$ cat src/rtl/game_pkg.sv
// rtl/game_pkg.sv - shared types, ASCII constants and letter helpers for the guess scheduler
// Purpose: scheduler state encoding, letter constants, case normalization helpers.
// Ports: none (package).
package game_pkg;

    localparam logic [7:0] ASCII_A      = 8'h41;
    localparam logic [7:0] ASCII_Z      = 8'h5A;
    localparam logic [7:0] LOWER_OFFSET = 8'h20;
    localparam int         NUM_LETTERS  = 26;

    typedef enum logic [2:0] {
        IDLE,
        CHECK,
        ISSUE,
        WAIT_BUSY,
        WAIT_DONE,
        HALT
    } sched_state_t;

    // Lowercase folds onto uppercase; every other code passes through untouched.
    function automatic logic [7:0] to_upper(input logic [7:0] c);
        if ((c >= (ASCII_A + LOWER_OFFSET)) && (c <= (ASCII_Z + LOWER_OFFSET)))
            return c - LOWER_OFFSET;
        return c;
    endfunction

    function automatic logic is_letter(input logic [7:0] c);
        logic [7:0] u;
        u = to_upper(c);
        return (u >= ASCII_A) && (u <= ASCII_Z);
    endfunction

endpackage

$ cat src/rtl/guess_sched_if.sv
// rtl/guess_sched_if.sv - requester and engine handshake bundle for the guess scheduler
// Purpose: groups the two-requester guess handshake and the engine handshake.
// Ports: req_valid/req_letter0/req_letter1 -> req_ack/req_dup (requesters),
//        eng_rdy/eng_busy -> eng_guess/eng_start (game engine).
//        master = environment side, slave = scheduler side.
interface guess_sched_if;

    logic [1:0] req_valid;
    logic [7:0] req_letter0;
    logic [7:0] req_letter1;
    logic [1:0] req_ack;
    logic [1:0] req_dup;
    logic       eng_rdy;
    logic       eng_busy;
    logic [7:0] eng_guess;
    logic       eng_start;

    modport master (
        output req_valid, req_letter0, req_letter1, eng_rdy, eng_busy,
        input  req_ack, req_dup, eng_guess, eng_start
    );

    modport slave (
        input  req_valid, req_letter0, req_letter1, eng_rdy, eng_busy,
        output req_ack, req_dup, eng_guess, eng_start
    );

endinterface

$ cat src/rtl/rr_arb2.sv
// rtl/rr_arb2.sv - two-way round-robin arbiter with internal pointer
// Purpose: grants one of two requesters when enabled; ties go to the pointer side.
// Ports: clk, rst (async active-high), clr (sync pointer clear), en (grant allowed),
//        req[1:0] requests, gnt[1:0] one-hot grant (combinational).
module rr_arb2 (
    input  logic       clk,
    input  logic       rst,
    input  logic       clr,
    input  logic       en,
    input  logic [1:0] req,
    output logic [1:0] gnt
);

    logic ptr;

    always_comb begin
        gnt = 2'b00;
        if (en) begin
            if (req == 2'b11)
                gnt = ptr ? 2'b10 : 2'b01;
            else
                gnt = req;
        end
    end

    // After any grant the pointer moves to the side that lost (or was idle).
    always_ff @(posedge clk or posedge rst) begin
        if (rst)
            ptr <= 1'b0;
        else if (clr)
            ptr <= 1'b0;
        else if (|gnt)
            ptr <= ~gnt[1];
    end

endmodule

$ cat src/rtl/guess_sched.sv
// rtl/guess_sched.sv - letter-guess scheduler between two requesters and a game engine
// Purpose: arbitrates guess requests, rejects invalid/repeated letters, issues guesses
//          to the engine and supervises its busy handshake with a timeout.
// Ports: clk, rst (async active-high), bus (guess_sched_if.slave),
//        new_round / game_over (round control), used_mask[25:0], timeout pulse.
module guess_sched
    import game_pkg::*;
#(
    parameter logic [15:0] TIMEOUT_CYCLES = 16'd50000
) (
    input  logic                   clk,
    input  logic                   rst,
    guess_sched_if.slave           bus,
    input  logic                   new_round,
    input  logic                   game_over,
    output logic [NUM_LETTERS-1:0] used_mask,
    output logic                   timeout
);

    sched_state_t     state;
    sched_state_t     nxt;
    logic [1:0]       gnt_raw;
    logic [1:0]       gnt_q;
    logic [7:0]       letter_q;
    logic [7:0]       guess_q;
    logic [15:0]      cnt;
    logic [7:0]       upper;
    logic             letter_ok;
    logic [4:0]       idx;
    logic [NUM_LETTERS-1:0] letter_bit;
    logic             reject;
    logic             arb_en;

    // Round control wins over a grant, so the arbiter is only enabled when the
    // IDLE state will actually advance to CHECK.
    assign arb_en = (state == IDLE) && bus.eng_rdy && !new_round && !game_over;

    rr_arb2 u_arb (
        .clk (clk),
        .rst (rst),
        .clr (new_round),
        .en  (arb_en),
        .req (bus.req_valid),
        .gnt (gnt_raw)
    );

    assign upper      = to_upper(letter_q);
    assign letter_ok  = is_letter(letter_q);
    assign idx        = 5'(upper - ASCII_A);
    assign letter_bit = letter_ok ? (NUM_LETTERS'(1) << idx) : '0;
    assign reject     = !letter_ok || ((used_mask & letter_bit) != '0);

    always_comb begin
        nxt = state;
        case (state)
            IDLE:      if (|gnt_raw) nxt = CHECK;
            CHECK:     nxt = reject ? IDLE : ISSUE;
            ISSUE:     nxt = WAIT_BUSY;
            // Reaching the limit ends the wait even if busy shows up that same cycle.
            WAIT_BUSY: if (cnt == TIMEOUT_CYCLES) nxt = IDLE;
                       else if (bus.eng_busy)     nxt = WAIT_DONE;
            WAIT_DONE: if (!bus.eng_busy && bus.eng_rdy) nxt = IDLE;
            HALT:      nxt = HALT;
            default:   nxt = IDLE;
        endcase
        if (game_over && (state != HALT))
            nxt = HALT;
        if (new_round)
            nxt = IDLE;
    end

    always_ff @(posedge clk or posedge rst) begin
        if (rst) begin
            state     <= IDLE;
            gnt_q     <= 2'b00;
            letter_q  <= 8'h00;
            guess_q   <= 8'h00;
            cnt       <= 16'd0;
            used_mask <= '0;
        end else begin
            state <= nxt;
            if ((state == IDLE) && (nxt == CHECK)) begin
                gnt_q    <= gnt_raw;
                letter_q <= gnt_raw[1] ? bus.req_letter1 : bus.req_letter0;
            end
            if (new_round) begin
                cnt       <= 16'd0;
                used_mask <= '0;
            end else begin
                if (state == ISSUE)
                    cnt <= 16'd0;
                else if (state == WAIT_BUSY)
                    cnt <= cnt + 16'd1;
                if ((state == CHECK) && (nxt == ISSUE)) begin
                    used_mask <= used_mask | letter_bit;
                    guess_q   <= upper;
                end
            end
        end
    end

    assign bus.req_ack   = (state == CHECK) ? gnt_q : 2'b00;
    assign bus.req_dup   = ((state == CHECK) && reject) ? gnt_q : 2'b00;
    assign bus.eng_start = (state == ISSUE);
    assign bus.eng_guess = guess_q;
    assign timeout       = (state == WAIT_BUSY) && (cnt == TIMEOUT_CYCLES);

endmodule

$ cat src/flat_wrapper.sv
// flat-port wrapper written by rule: the top's interface ports become plain ports
module guess_sched_flat import game_pkg::*;
#(
    parameter logic [15:0] TIMEOUT_CYCLES = 16'd50000
)
  (clk, rst, new_round, game_over, used_mask, timeout, bus_req_valid, bus_req_letter0, bus_req_letter1, bus_eng_rdy, bus_eng_busy, bus_req_ack, bus_req_dup, bus_eng_guess, bus_eng_start);
  guess_sched_if bus_i ();
  input  logic clk;
  input  logic rst;
  input  logic new_round;
  input  logic game_over;
  output logic [NUM_LETTERS-1:0] used_mask;
  output logic timeout;
  input wire logic [$bits(bus_i.req_valid)-1:0] bus_req_valid;
  input wire logic [$bits(bus_i.req_letter0)-1:0] bus_req_letter0;
  input wire logic [$bits(bus_i.req_letter1)-1:0] bus_req_letter1;
  input wire logic [$bits(bus_i.eng_rdy)-1:0] bus_eng_rdy;
  input wire logic [$bits(bus_i.eng_busy)-1:0] bus_eng_busy;
  output wire logic [$bits(bus_i.req_ack)-1:0] bus_req_ack;
  output wire logic [$bits(bus_i.req_dup)-1:0] bus_req_dup;
  output wire logic [$bits(bus_i.eng_guess)-1:0] bus_eng_guess;
  output wire logic [$bits(bus_i.eng_start)-1:0] bus_eng_start;
  assign bus_i.req_valid = bus_req_valid;
  assign bus_i.req_letter0 = bus_req_letter0;
  assign bus_i.req_letter1 = bus_req_letter1;
  assign bus_i.eng_rdy = bus_eng_rdy;
  assign bus_i.eng_busy = bus_eng_busy;
  assign bus_req_ack = bus_i.req_ack;
  assign bus_req_dup = bus_i.req_dup;
  assign bus_eng_guess = bus_i.eng_guess;
  assign bus_eng_start = bus_i.eng_start;
  guess_sched #(.TIMEOUT_CYCLES(TIMEOUT_CYCLES)) u_core (.clk(clk), .rst(rst), .bus(bus_i), .new_round(new_round), .game_over(game_over), .used_mask(used_mask), .timeout(timeout));
endmodule
$ cat config.mk
export PLATFORM = sky130hd
export DESIGN_NAME = guess_sched_flat
export DESIGN_NICKNAME = d
export VERILOG_FILES = /design/src/rtl/game_pkg.sv /design/src/rtl/guess_sched_if.sv /design/src/rtl/rr_arb2.sv /design/src/rtl/guess_sched.sv /design/src/flat_wrapper.sv
export SDC_FILE = /design/constraint.sdc
export NUM_CORES = 1
export LEC_CHECK = 0
export ABC_AREA = 1
export CORE_ASPECT_RATIO = 1.2
export CORE_MARGIN = 2
export CORE_UTILIZATION = 58
export DETAILED_ROUTE_END_ITERATION = 10
export PLACE_DENSITY = 0.86
export SLEW_MARGIN = 20
export SYNTH_ARGS = -nofsm -noshare
export SYNTH_HDL_FRONTEND = slang
export SYNTH_SLANG_ARGS = --single-unit
$ cat constraint.sdc
create_clock -name clk -period 4.02 [get_ports clk]
set_input_delay 0.804 -clock clk [delete_from_list [all_inputs] [get_ports clk]]
set_output_delay 0.804 -clock clk [all_outputs]
set_load 0.01 [all_outputs]
==> impl_metrics.yaml, run 1 <==
sta:
  period_share_pct: 95.9
  fin_ws_ns: 0.163
  tns_ns: 0
  max_slew_margin_pct: 48.6
  slew_violations: 0
  fin_skew_ns: 0.0154
  hold_slack_ns: 0.476
  layout_min_cycle_time_ns: 3.86
  fmax_ghz: 0.259
  setup_viol: 0
  tightest_slew_ns: 0.769
  hold_viol_final: 0
synthesis:
  synth_largest_area_cell: "dfrtp_1"
  synth.top_cell.area_share_pct: 41.3
  synth-simple-area-share_pct: 39.7
  synth_fa_ha_area_share_pct: 1.29
  ys_ff_latch: 64
  synth_compound_area_share_pct: 6.91
  synthXorXnorAreaFrac_pct: 0.678
  async_flop_share_pct: 100
  synth_edf_count: 0
  yosys_warnings: 0
  ys.flop_type: "dfrtp_1"
  synth_cells: 545
  ys_seq_area_share_pct: 41.3
  synthTopCellsByArea: "dfrtp_1 (41%), nand2_1 (14%), nor2_1 (7.6%)"
  synth_top_family_by_area: "simple AND/OR/NAND/NOR gates"
  avgSynthCellArea_um2: 7.11
  ys_types: 35
  syn-num-nets: 573
  synth_area_mm2: 0.00388
  yosysMostFrequentCell: "nand2_1"
  synthMuxAreaShare_pct: 0
  netlist_top_cells_count: "nand2_1 (140), nor2_1 (78), inv_1 (66), dfrtp_1 (64), nand4_1 (42)"
grt:
  overflow: 0
  track_usage_pct: 29.8
  grt_pass1_wl_um: 17100
  grt_max_degree: 39
  antenna_found_initial: 0
  grt_pass1_vias: 3741
route:
  postRouteAntennaNets: 0
  vias: 4112
  drt-initial-drc-count: 465
  drc: 0
  wl_um: 10900
  avgRoutedWirePerCell_um: 15.6
  vias_per_cell: 5.88
  drtPass1Iterations: 5
final_layout:
  postLayoutCellArea_mm2: 0.00489
  drive_gt1_share_pct: 9.28
  synthToLayoutAreaGrowth_pct: 26.0
  stdcell_count: 699
  final_util_pct: 75.8
  diodes: 0
  nNetsFinal: 637
critical_path:
  cp_slowest_stage_delay_ns: 0.54
  critPathLaunchType: "flip-flop"
  path_buf_inv: 2
  crit_path_end_kind: "output pin"
  cp_common_cell: "nand2_1"
  critPathKind: "flip-flop to output pin"
  cpMaxStageDelayCell: "clkdlybuf4s50_1"
  required_ns: 3.22
  worstPathCellList: "inv_4, nand2_1, nor2_1, nand2_1, nand3_2, nand2_1, nand2_1, nand3_4, nor2_4, nand3_1, nand2_1, nor2_1, nand2_1, nor2_2, nand2_1, nand2_1, nor2_1, clkdlybuf4s50_1"
  cp_top_family: "simple AND/OR/NAND/NOR gates"
  arrival_ns: 3.05
  cp_max_fo: 9
power:
  leakage_nw: 2.30
  p_per_area_mw_per_mm2: 421
  power_mw: 2.06
  ir_drop_uv: 254
clock_network:
  cts_sinks: 64
  cts_htree_levels: 3
  root_buffer: "clkbuf_8"
  cts_tree: "done"
  cts_made_buffers: 9
  clock_latency_ns: 0.36
  clockBufferDepth: 2
  path_clk_slew_ns: 0.09
floorplanning:
  dieArea_mm2: 0.00736
  initial_core_util_pct: 60.2
  die_w_um: 78.6
  rows: 32
  boundaryPins: 64
  chipHeight_um: 93.6
  core_mm2: 0.00645
placed_design:
  hpwl_um: 7720
  placed_cells: 677
  placed_area_mm2: 0.00457
  place_ws_ns: 0.272
  finalWeightedCongestion: 1.01
  portBuffers: 63
status:
  status: "complete, no violations"
job:
  cap_violations: 0
hold_path:
  hp-class: "flip-flop to flip-flop"
-- cells in the final DEF, fill, tap and decap left out, types with 2 or more instances in the layout --
cell type / netlist / final
nor2_2: 3 / 4
nand3_1: 31 / 31
nand2_4: 1 / 2
o22ai_1: 2 / 2
nand4_1: 42 / 42
clkdlybuf4s50_1: 0 / 63
nor4_1: 8 / 8
clkbuf_8: 0 / 9
clkinv_1: 2 / 2
nand3b_1: 4 / 4
clkinv_4: 0 / 2
ha_1: 4 / 4
a31oi_1: 8 / 8
xor2_1: 2 / 2
nand3_4: 1 / 3
a21oi_1: 11 / 11
nand3_2: 5 / 3
buf_4: 0 / 10
bufinv_16: 0 / 2
nand2_1: 140 / 140
nor3_1: 19 / 19
nor2_1: 78 / 77
o21ai_0: 12 / 12
o21ai_1: 2 / 2
dfrtp_2: 0 / 6
a211oi_1: 3 / 2
inv_1: 66 / 65
nor2_4: 2 / 5
dfrtp_1: 64 / 58
inv_6: 0 / 2
inv_2: 3 / 3
-- worst min-delay path, cell delays in order (launching register included) --
cell and delay (ns):
dfrtp_1 0.35, inv_1 0.04, nand2_1 0.05
-- metal layers --
metal  global-route usage [%]  wire [um]  vias to the layer above
met4                     14.9        489                        0
met1                     35.2       4180                     1890
met2                     52.6       5540                      241
met3                     3.96        732                       56
li1                         -          -                     1925
met5                        0          0                        -
-- what timing repair did --
item | 4_1_cts | 5_1_grt
hold buffers | 0 | 0
cloned | 0 | 3
pin swaps | 0 | 2
setup endpoints to repair | 2 | 2
resized for setup | 1 | 13
setup buffers | 0 | 3
-- cells by family after synthesis --
group                      count (synthesis)
and+or+nand+nor                          335
xor gates and xnor gates                   3
DFF                                       64
AOI/OAI and AO/OA                         44
adders and majority gates                  4
buffers and inverters                     95
-- state kept, by name, indices dropped and copies added (netlist names) --
name and count:
u_core.bus.eng_guess 8, u_core.cnt 16, u_core.gnt_q 2, u_core.letter_q 8, u_core.state 3, u_core.u_arb.ptr 1, u_core.used_mask 26
-- worst paths after layout --
| path | slack (ns) | from | endpoint | cells after the start |
|---|---|---|---|---|
| max in group asynchronous | 2.29 | rst | u_core.letter_q[4] | 3 |
| min | 0.48 | u_core.bus.eng_guess[6] | u_core.bus.eng_guess[6] | 2 |
| max reg2reg | 1.23 | u_core.letter_q[2] | u_core.bus.eng_guess[4] | 16 |
| max | 0.16 | u_core.letter_q[2] | bus_req_dup[0] | 18 |
| min reg2reg | 0.48 | u_core.bus.eng_guess[6] | u_core.bus.eng_guess[6] | 2 |
| min in group asynchronous | 0.81 | rst | u_core.used_mask[6] | 2 |
-- power breakdown --
group          internal [mW]  switching, mW
registers              0.701         0.0735
clock network          0.355          0.284
logic                  0.215          0.429
total                   1.27          0.786
-- final cells by class --
cell class | count | area [um^2]
multi-input cells | 389 | 1950
well taps | 85 | 106
inverters | 71 | 269
clock inverters | 7 | 103
repair buffers | 74 | 726
flip-flops and latches | 64 | 1610
fillers | 479 | 1560
clock buffers | 9 | 124
No activity file was read; power rests on OpenSTA's default activity.
==> inputs of run 2 (changes only) <==
--- a/config.mk
+++ b/config.mk
@@ -8,9 +8,10 @@
 export ABC_AREA = 1
 export CORE_ASPECT_RATIO = 1.2
 export CORE_MARGIN = 2
-export CORE_UTILIZATION = 58
+export CORE_UTILIZATION = 60
+export CTS_BUF_LIST = sky130_fd_sc_hd__clkbuf_4
 export DETAILED_ROUTE_END_ITERATION = 10
-export PLACE_DENSITY = 0.86
+export PLACE_DENSITY = 0.88
 export SLEW_MARGIN = 20
 export SYNTH_ARGS = -nofsm -noshare
 export SYNTH_HDL_FRONTEND = slang
==> run 2 against run 1 <==
Routed wire length decreased by 3.2%. Cell count increased by 0.14%. Largest cell class unchanged. Sequential share of layout area increased by 0.68 points. First-iteration DRC count decreased by 23%. Non-clock buffer count increased by 4. Total power decreased by 14%. Clock power decreased by 38%. Cell area decreased by 2.2%. Global-route usage increased by 0.73 points. Die area decreased by 3.2%. Combinational power decreased by 4.7%. Via count decreased by 3.6%.
==> impl_metrics.yaml, run 2 (synthesis gave the netlist of run 1 again) <==
clock_network:
  cts_made_buffers: 9
  cts_htree_levels: 3
  clockBufferDepth: 2
  cts_tree: "done"
  cts_sinks: 64
  root_buffer: "clkbuf_4"
  path_clk_slew_ns: 0.12
  clock_latency_ns: 0.43
  postCtsHoldBufs: 0
route:
  vias_per_cell: 5.67
  route.layer.met1.wl_um: 4090
  drt-initial-drc-count: 358
  drc: 0
  top_layer_used: "met4"
  avgRoutedWirePerCell_um: 15.1
  wl_met2_um: 5340
  dr_wl_met3_um: 646
  vias: 3966
  wl_um: 10600
  postRouteAntennaNets: 0
  drtPass1Iterations: 6
placed_design:
  place_ws_ns: 0.345
  placed_cells: 678
  portBuffers: 63
  finalWeightedCongestion: 0.967
  placed_area_mm2: 0.00458
  hpwl_um: 7820
power:
  leakage_nw: 2.28
  ir_drop_uv: 298
  p_per_area_mw_per_mm2: 372
  power_mw: 1.78
final_layout:
  stdcell_count: 700
  largest_register_ffs: 26
  synthToLayoutAreaGrowth_pct: 23.3
  regMostFlops: "u_core.used_mask"
  layout_commonest_cell: "nand2_1"
  final_util_pct: 75.6
  num-fill-cells: 546
  seq_area_mm2: 0.00161
  diodes: 0
  postLayoutCellArea_mm2: 0.00478
  biggestRegsByFlops: "u_core.used_mask (26), u_core.cnt (16)"
  mostFrequentLayoutCells: "nand2_1 (139), nor2_1 (75), inv_1 (65)"
  drive_gt1_share_pct: 9.76
  multi_input_area_mm2: 0.00192
  nNetsFinal: 638
sta:
  setup_viol: 0
  slew_violations: 0
  max_slew_margin_pct: 44.0
  period_share_pct: 97.0
  tightest_slew_ns: 0.838
  layout_min_cycle_time_ns: 3.90
  hold_viol_final: 0
  fmax_ghz: 0.257
  fin_ws_ns: 0.122
  fin_skew_ns: 0.0176
hold_path:
  hp-class: "flip-flop to flip-flop"
critical_path:
  crit_path_end_kind: "output pin"
  required_ns: 3.22
  critPathLaunchType: "flip-flop"
  cp_max_fo: 24
  critPathKind: "flip-flop to output pin"
  arrival_ns: 3.09
status:
  status: "complete, no violations"
floorplanning:
  core_mm2: 0.00633
  rows: 32
  initial_core_util_pct: 61.3
  chipHeight_um: 92.1
  die_w_um: 77.4
  dieArea_mm2: 0.00712
  boundaryPins: 64
grt:
  overflow: 0
  grt_pass1_vias: 3722
  track_usage_pct: 30.5
  grt_max_degree: 42
  grt_pass1_wl_um: 17100
  antenna_found_initial: 0
job:
  cap_violations: 0
[run 2: final timing paths]
check,startpoint,endpoint,slack [ns],depth (start not counted)
min in group asynchronous,rst,u_core.used_mask[21],0.86,2
setup reg to reg,u_core.letter_q[2],u_core.bus.eng_guess[2],1.16,19
hold reg to reg,u_core.bus.eng_guess[7],u_core.bus.eng_guess[7],0.49,2
max in group asynchronous,rst,u_core.letter_q[2],2.31,3
setup / recovery,u_core.letter_q[2],bus_req_dup[1],0.12,18
hold / removal,u_core.bus.eng_guess[7],u_core.bus.eng_guess[7],0.49,2
[run 2: metrics by stage]
stage / TNS [ns] / hold WS, ns
2_1_floorplan: 0 / 0.499
3_3_place_gp: 0 / 0.448
3_5_place_dp: 0 / 0.460
4_1_cts: 0 / 0.492
5_1_grt: -0.0180 / 0.522
6_report: 0 / 0.485
[run 2: final cells by class]
type | count | area share, %
Clock buffer | 10 | 1.57
Sequential cell | 64 | 33.6
Clock inverter | 6 | 0.942
Inverter | 71 | 5.63
Multi-Input combinational cell | 386 | 40.2
Timing Repair Buffer | 78 | 15.8
Tap cell | 85 | 2.22
[run 2: metal layers]
layer	vias up	track usage [%]
met4	0	15.9
met3	41	5.51
met1	1811	35.2
li1	1920	-
met5	-	0
met2	194	53.6
[run 2: power breakdown]
| group | leakage [nW] | internal [mW] | total, mW | switching [mW] |
|---|---|---|---|---|
| sequential | 0.854 | 0.699 | 0.770 | 0.0711 |
| combinational | 1.37 | 0.223 | 0.614 | 0.390 |
| clock | 0.0590 | 0.135 | 0.393 | 0.258 |
| total | 2.28 | 1.06 | 1.78 | 0.719 |
[run 2: what timing repair did]
item                                    in CTS  in global routing
gates resized for setup                      1                 13
pin swaps                                    0                  2
endpoints found under the setup margin       2                  2
endpoints found under the hold margin        0                  0
buffers inserted                             0                  6
[run 2: critical path, stage by stage (launching register included)]
cell and delay, ns:
dfrtp_2 0.48, inv_4 0.12, nand2_1 0.08, nand2_1 0.10, nand2_1 0.07, nand3_2 0.09
nand3_1 0.08, nand3_2 0.12, nor2_4 0.04, buf_12 0.15, nand3_1 0.08, nand2_1 0.06
nor2_1 0.24, nand2_1 0.11, nor2_2 0.17, nand2_1 0.08, nand2_1 0.08, nor2_1 0.04
clkdlybuf4s50_1 0.47
==> inputs of run 3 (changes only) <==
--- a/config.mk
+++ b/config.mk
@@ -6,12 +6,13 @@
 export NUM_CORES = 1
 export LEC_CHECK = 0
 export ABC_AREA = 1
+export CAP_MARGIN = 25
 export CORE_ASPECT_RATIO = 1.2
 export CORE_MARGIN = 2
-export CORE_UTILIZATION = 60
+export CORE_UTILIZATION = 31
 export CTS_BUF_LIST = sky130_fd_sc_hd__clkbuf_4
 export DETAILED_ROUTE_END_ITERATION = 10
-export PLACE_DENSITY = 0.88
+export HOLD_SLACK_MARGIN = 0.03
 export SLEW_MARGIN = 20
 export SYNTH_ARGS = -nofsm -noshare
 export SYNTH_HDL_FRONTEND = slang
==> run 3 against run 2 <==
Worst setup slack better by 0.33 ns. Highest routed layer unchanged. Via count fell by 5.2%. Largest power group unchanged. Largest cell class unchanged. Register-to-register slack gained 0.10 ns.
==> impl_metrics.yaml, run 3 (synthesis gave the netlist of run 1 again) <==
grt:
  antenna_found_initial: 1
  grt_pass1_wl_um: 17700
  overflow: 0
  track_usage_pct: 16.3
  grt_pass1_vias: 3564
  grt_max_degree: 34
floorplanning:
  chipHeight_um: 127
  boundaryPins: 64
  die_w_um: 106
  core_mm2: 0.0122
  rows: 44
  dieArea_mm2: 0.0134
  initial_core_util_pct: 31.9
final_layout:
  drive_gt1_share_pct: 8.47
  num-fill-cells: 1255
  regMostFlops: "u_core.used_mask"
  nNetsFinal: 638
  mostFrequentLayoutCells: "nand2_1 (140), nor2_1 (78), inv_1 (65)"
  layout_commonest_cell: "nand2_1"
  synthToLayoutAreaGrowth_pct: 25.9
  biggestRegsByFlops: "u_core.used_mask (26), u_core.cnt (16)"
  stdcell_count: 776
  largest_register_ffs: 26
placed_design:
  placed_cells: 756
  portBuffers: 63
  finalWeightedCongestion: 0.943
  hpwl_um: 8160
  place_ws_ns: 0.366
clock_network:
  cts_sinks: 64
  path_clk_slew_ns: 0.10
  cts_htree_levels: 3
  root_buffer: "clkbuf_4"
  clock_latency_ns: 0.41
  clockBufferDepth: 2
  cts_tree: "done"
  cts_made_buffers: 9
critical_path:
  arrival_ns: 2.76
  reg2reg_from: "u_core.letter_q[4]"
  r2r_setup_slack_ns: 1.26
  r2r_cells: 17
  cp_max_fo: 9
  critPathLaunchType: "flip-flop"
  crit_path_end_kind: "output pin"
  reg2reg_to: "u_core.bus.eng_guess[2]"
  critPathKind: "flip-flop to output pin"
  required_ns: 3.22
hold_path:
  hold_depth: 2
  hp-class: "flip-flop to flip-flop"
  whs_endpoint: "u_core.bus.eng_guess[6]"
  min_from: "u_core.bus.eng_guess[6]"
sta:
  hold_slack_ns: 0.472
  fmax_ghz: 0.280
  max_slew_margin_pct: 71.8
  slew_violations: 0
  hold_viol_final: 0
  fin_ws_ns: 0.455
  grt_setup_unrepaired: "false"
  tightest_slew_ns: 0.420
  setup_viol: 0
  tns_ns: 0
  fin_skew_ns: 0.0108
  period_share_pct: 88.7
  layout_min_cycle_time_ns: 3.57
route:
  vias: 3761
  postRouteAntennaNets: 0
  avgRoutedWirePerCell_um: 13.7
  wl_um: 10600
  drt-initial-drc-count: 259
  drtPass1Iterations: 7
  vias_per_cell: 4.85
  drc: 0
power:
  leakage_nw: 2.32
  p_per_area_mw_per_mm2: 379
  ir_drop_uv: 156
job:
  cap_violations: 0
status:
  status: "complete, no violations"
==> run 3: worst max-delay path: stages, from the launching register on <==
cell and delay [ns]:
dfrtp_2 0.44, buf_4 0.17, buf_4 0.16, nand3_1 0.14, nand2_2 0.14, buf_4 0.20
nand3_1 0.07, nand2_1 0.06, nor2_1 0.12, o211ai_2 0.09, nor2_1 0.10, nand2_1 0.08
nor2_2 0.14, nand2_1 0.08, nand2_1 0.13, nor2_1 0.05, dlymetal6s2s_1 0.17
==> run 3: report_power, final <==
part | switching [mW] | internal (mW) | total, mW | leakage [nW]
clock | 0.234 | 0.251 | 0.485 | 0.0813
sequential | 0.0658 | 0.699 | 0.765 | 0.854
combinational | 0.381 | 0.218 | 0.599 | 1.38
==> run 3: through the flow <==
stage	area [um^2]	power [mW]	utilization [%]
6_report	4880	1.85	40.1
5_1_grt	4880	1.97	40.1
4_1_cts	4830	1.83	39.7
3_5_place_dp	4680	1.34	38.4
3_3_place_gp	4680	1.33	38.4
2_1_floorplan	3880	1.15	-
==> run 3: final cells by class <==
type                            instances  area [um^2]  area share (%)
Inverter                               71          269            5.51
Clock buffer                           10         75.1            1.54
Clock inverter                          5         72.6            1.49
Tap cell                              161          201            4.13
Timing Repair Buffer                   78          761            15.6
Antenna cell                            1         2.50          0.0513
Multi-Input combinational cell        386         1890            38.8
Sequential cell                        64         1610            32.9
==> run 3: layer usage <==
metal / global-route usage, % / routed length, um
met1: 22.5 / 4990
met4: 5.80 / 182
met5: 0 / 0
met3: 2.62 / 416
met2: 26.0 / 5060
==> run 3: worst max path at each step <==
stage                                   from             end  cells past startpoint
after floorplan           u_core.letter_q[0]  bus_req_dup[0]                     17
after global placement    u_core.letter_q[4]  bus_req_dup[1]                     18
after detailed placement  u_core.letter_q[4]  bus_req_dup[1]                     18
after CTS                 u_core.letter_q[2]  bus_req_dup[1]                     18
after global routing      u_core.letter_q[4]  bus_req_dup[1]                     16
final                     u_core.letter_q[4]  bus_req_dup[1]                     16
==> run 3: what timing repair did <==
item | 4_1_cts | 5_1_grt
hold buffers | 0 | 0
setup buffers | 0 | 4
cloned | 0 | 0
endpoints found under the setup margin | 2 | 2
endpoints found under the hold margin | 0 | 0
gates resized for setup | 1 | 9
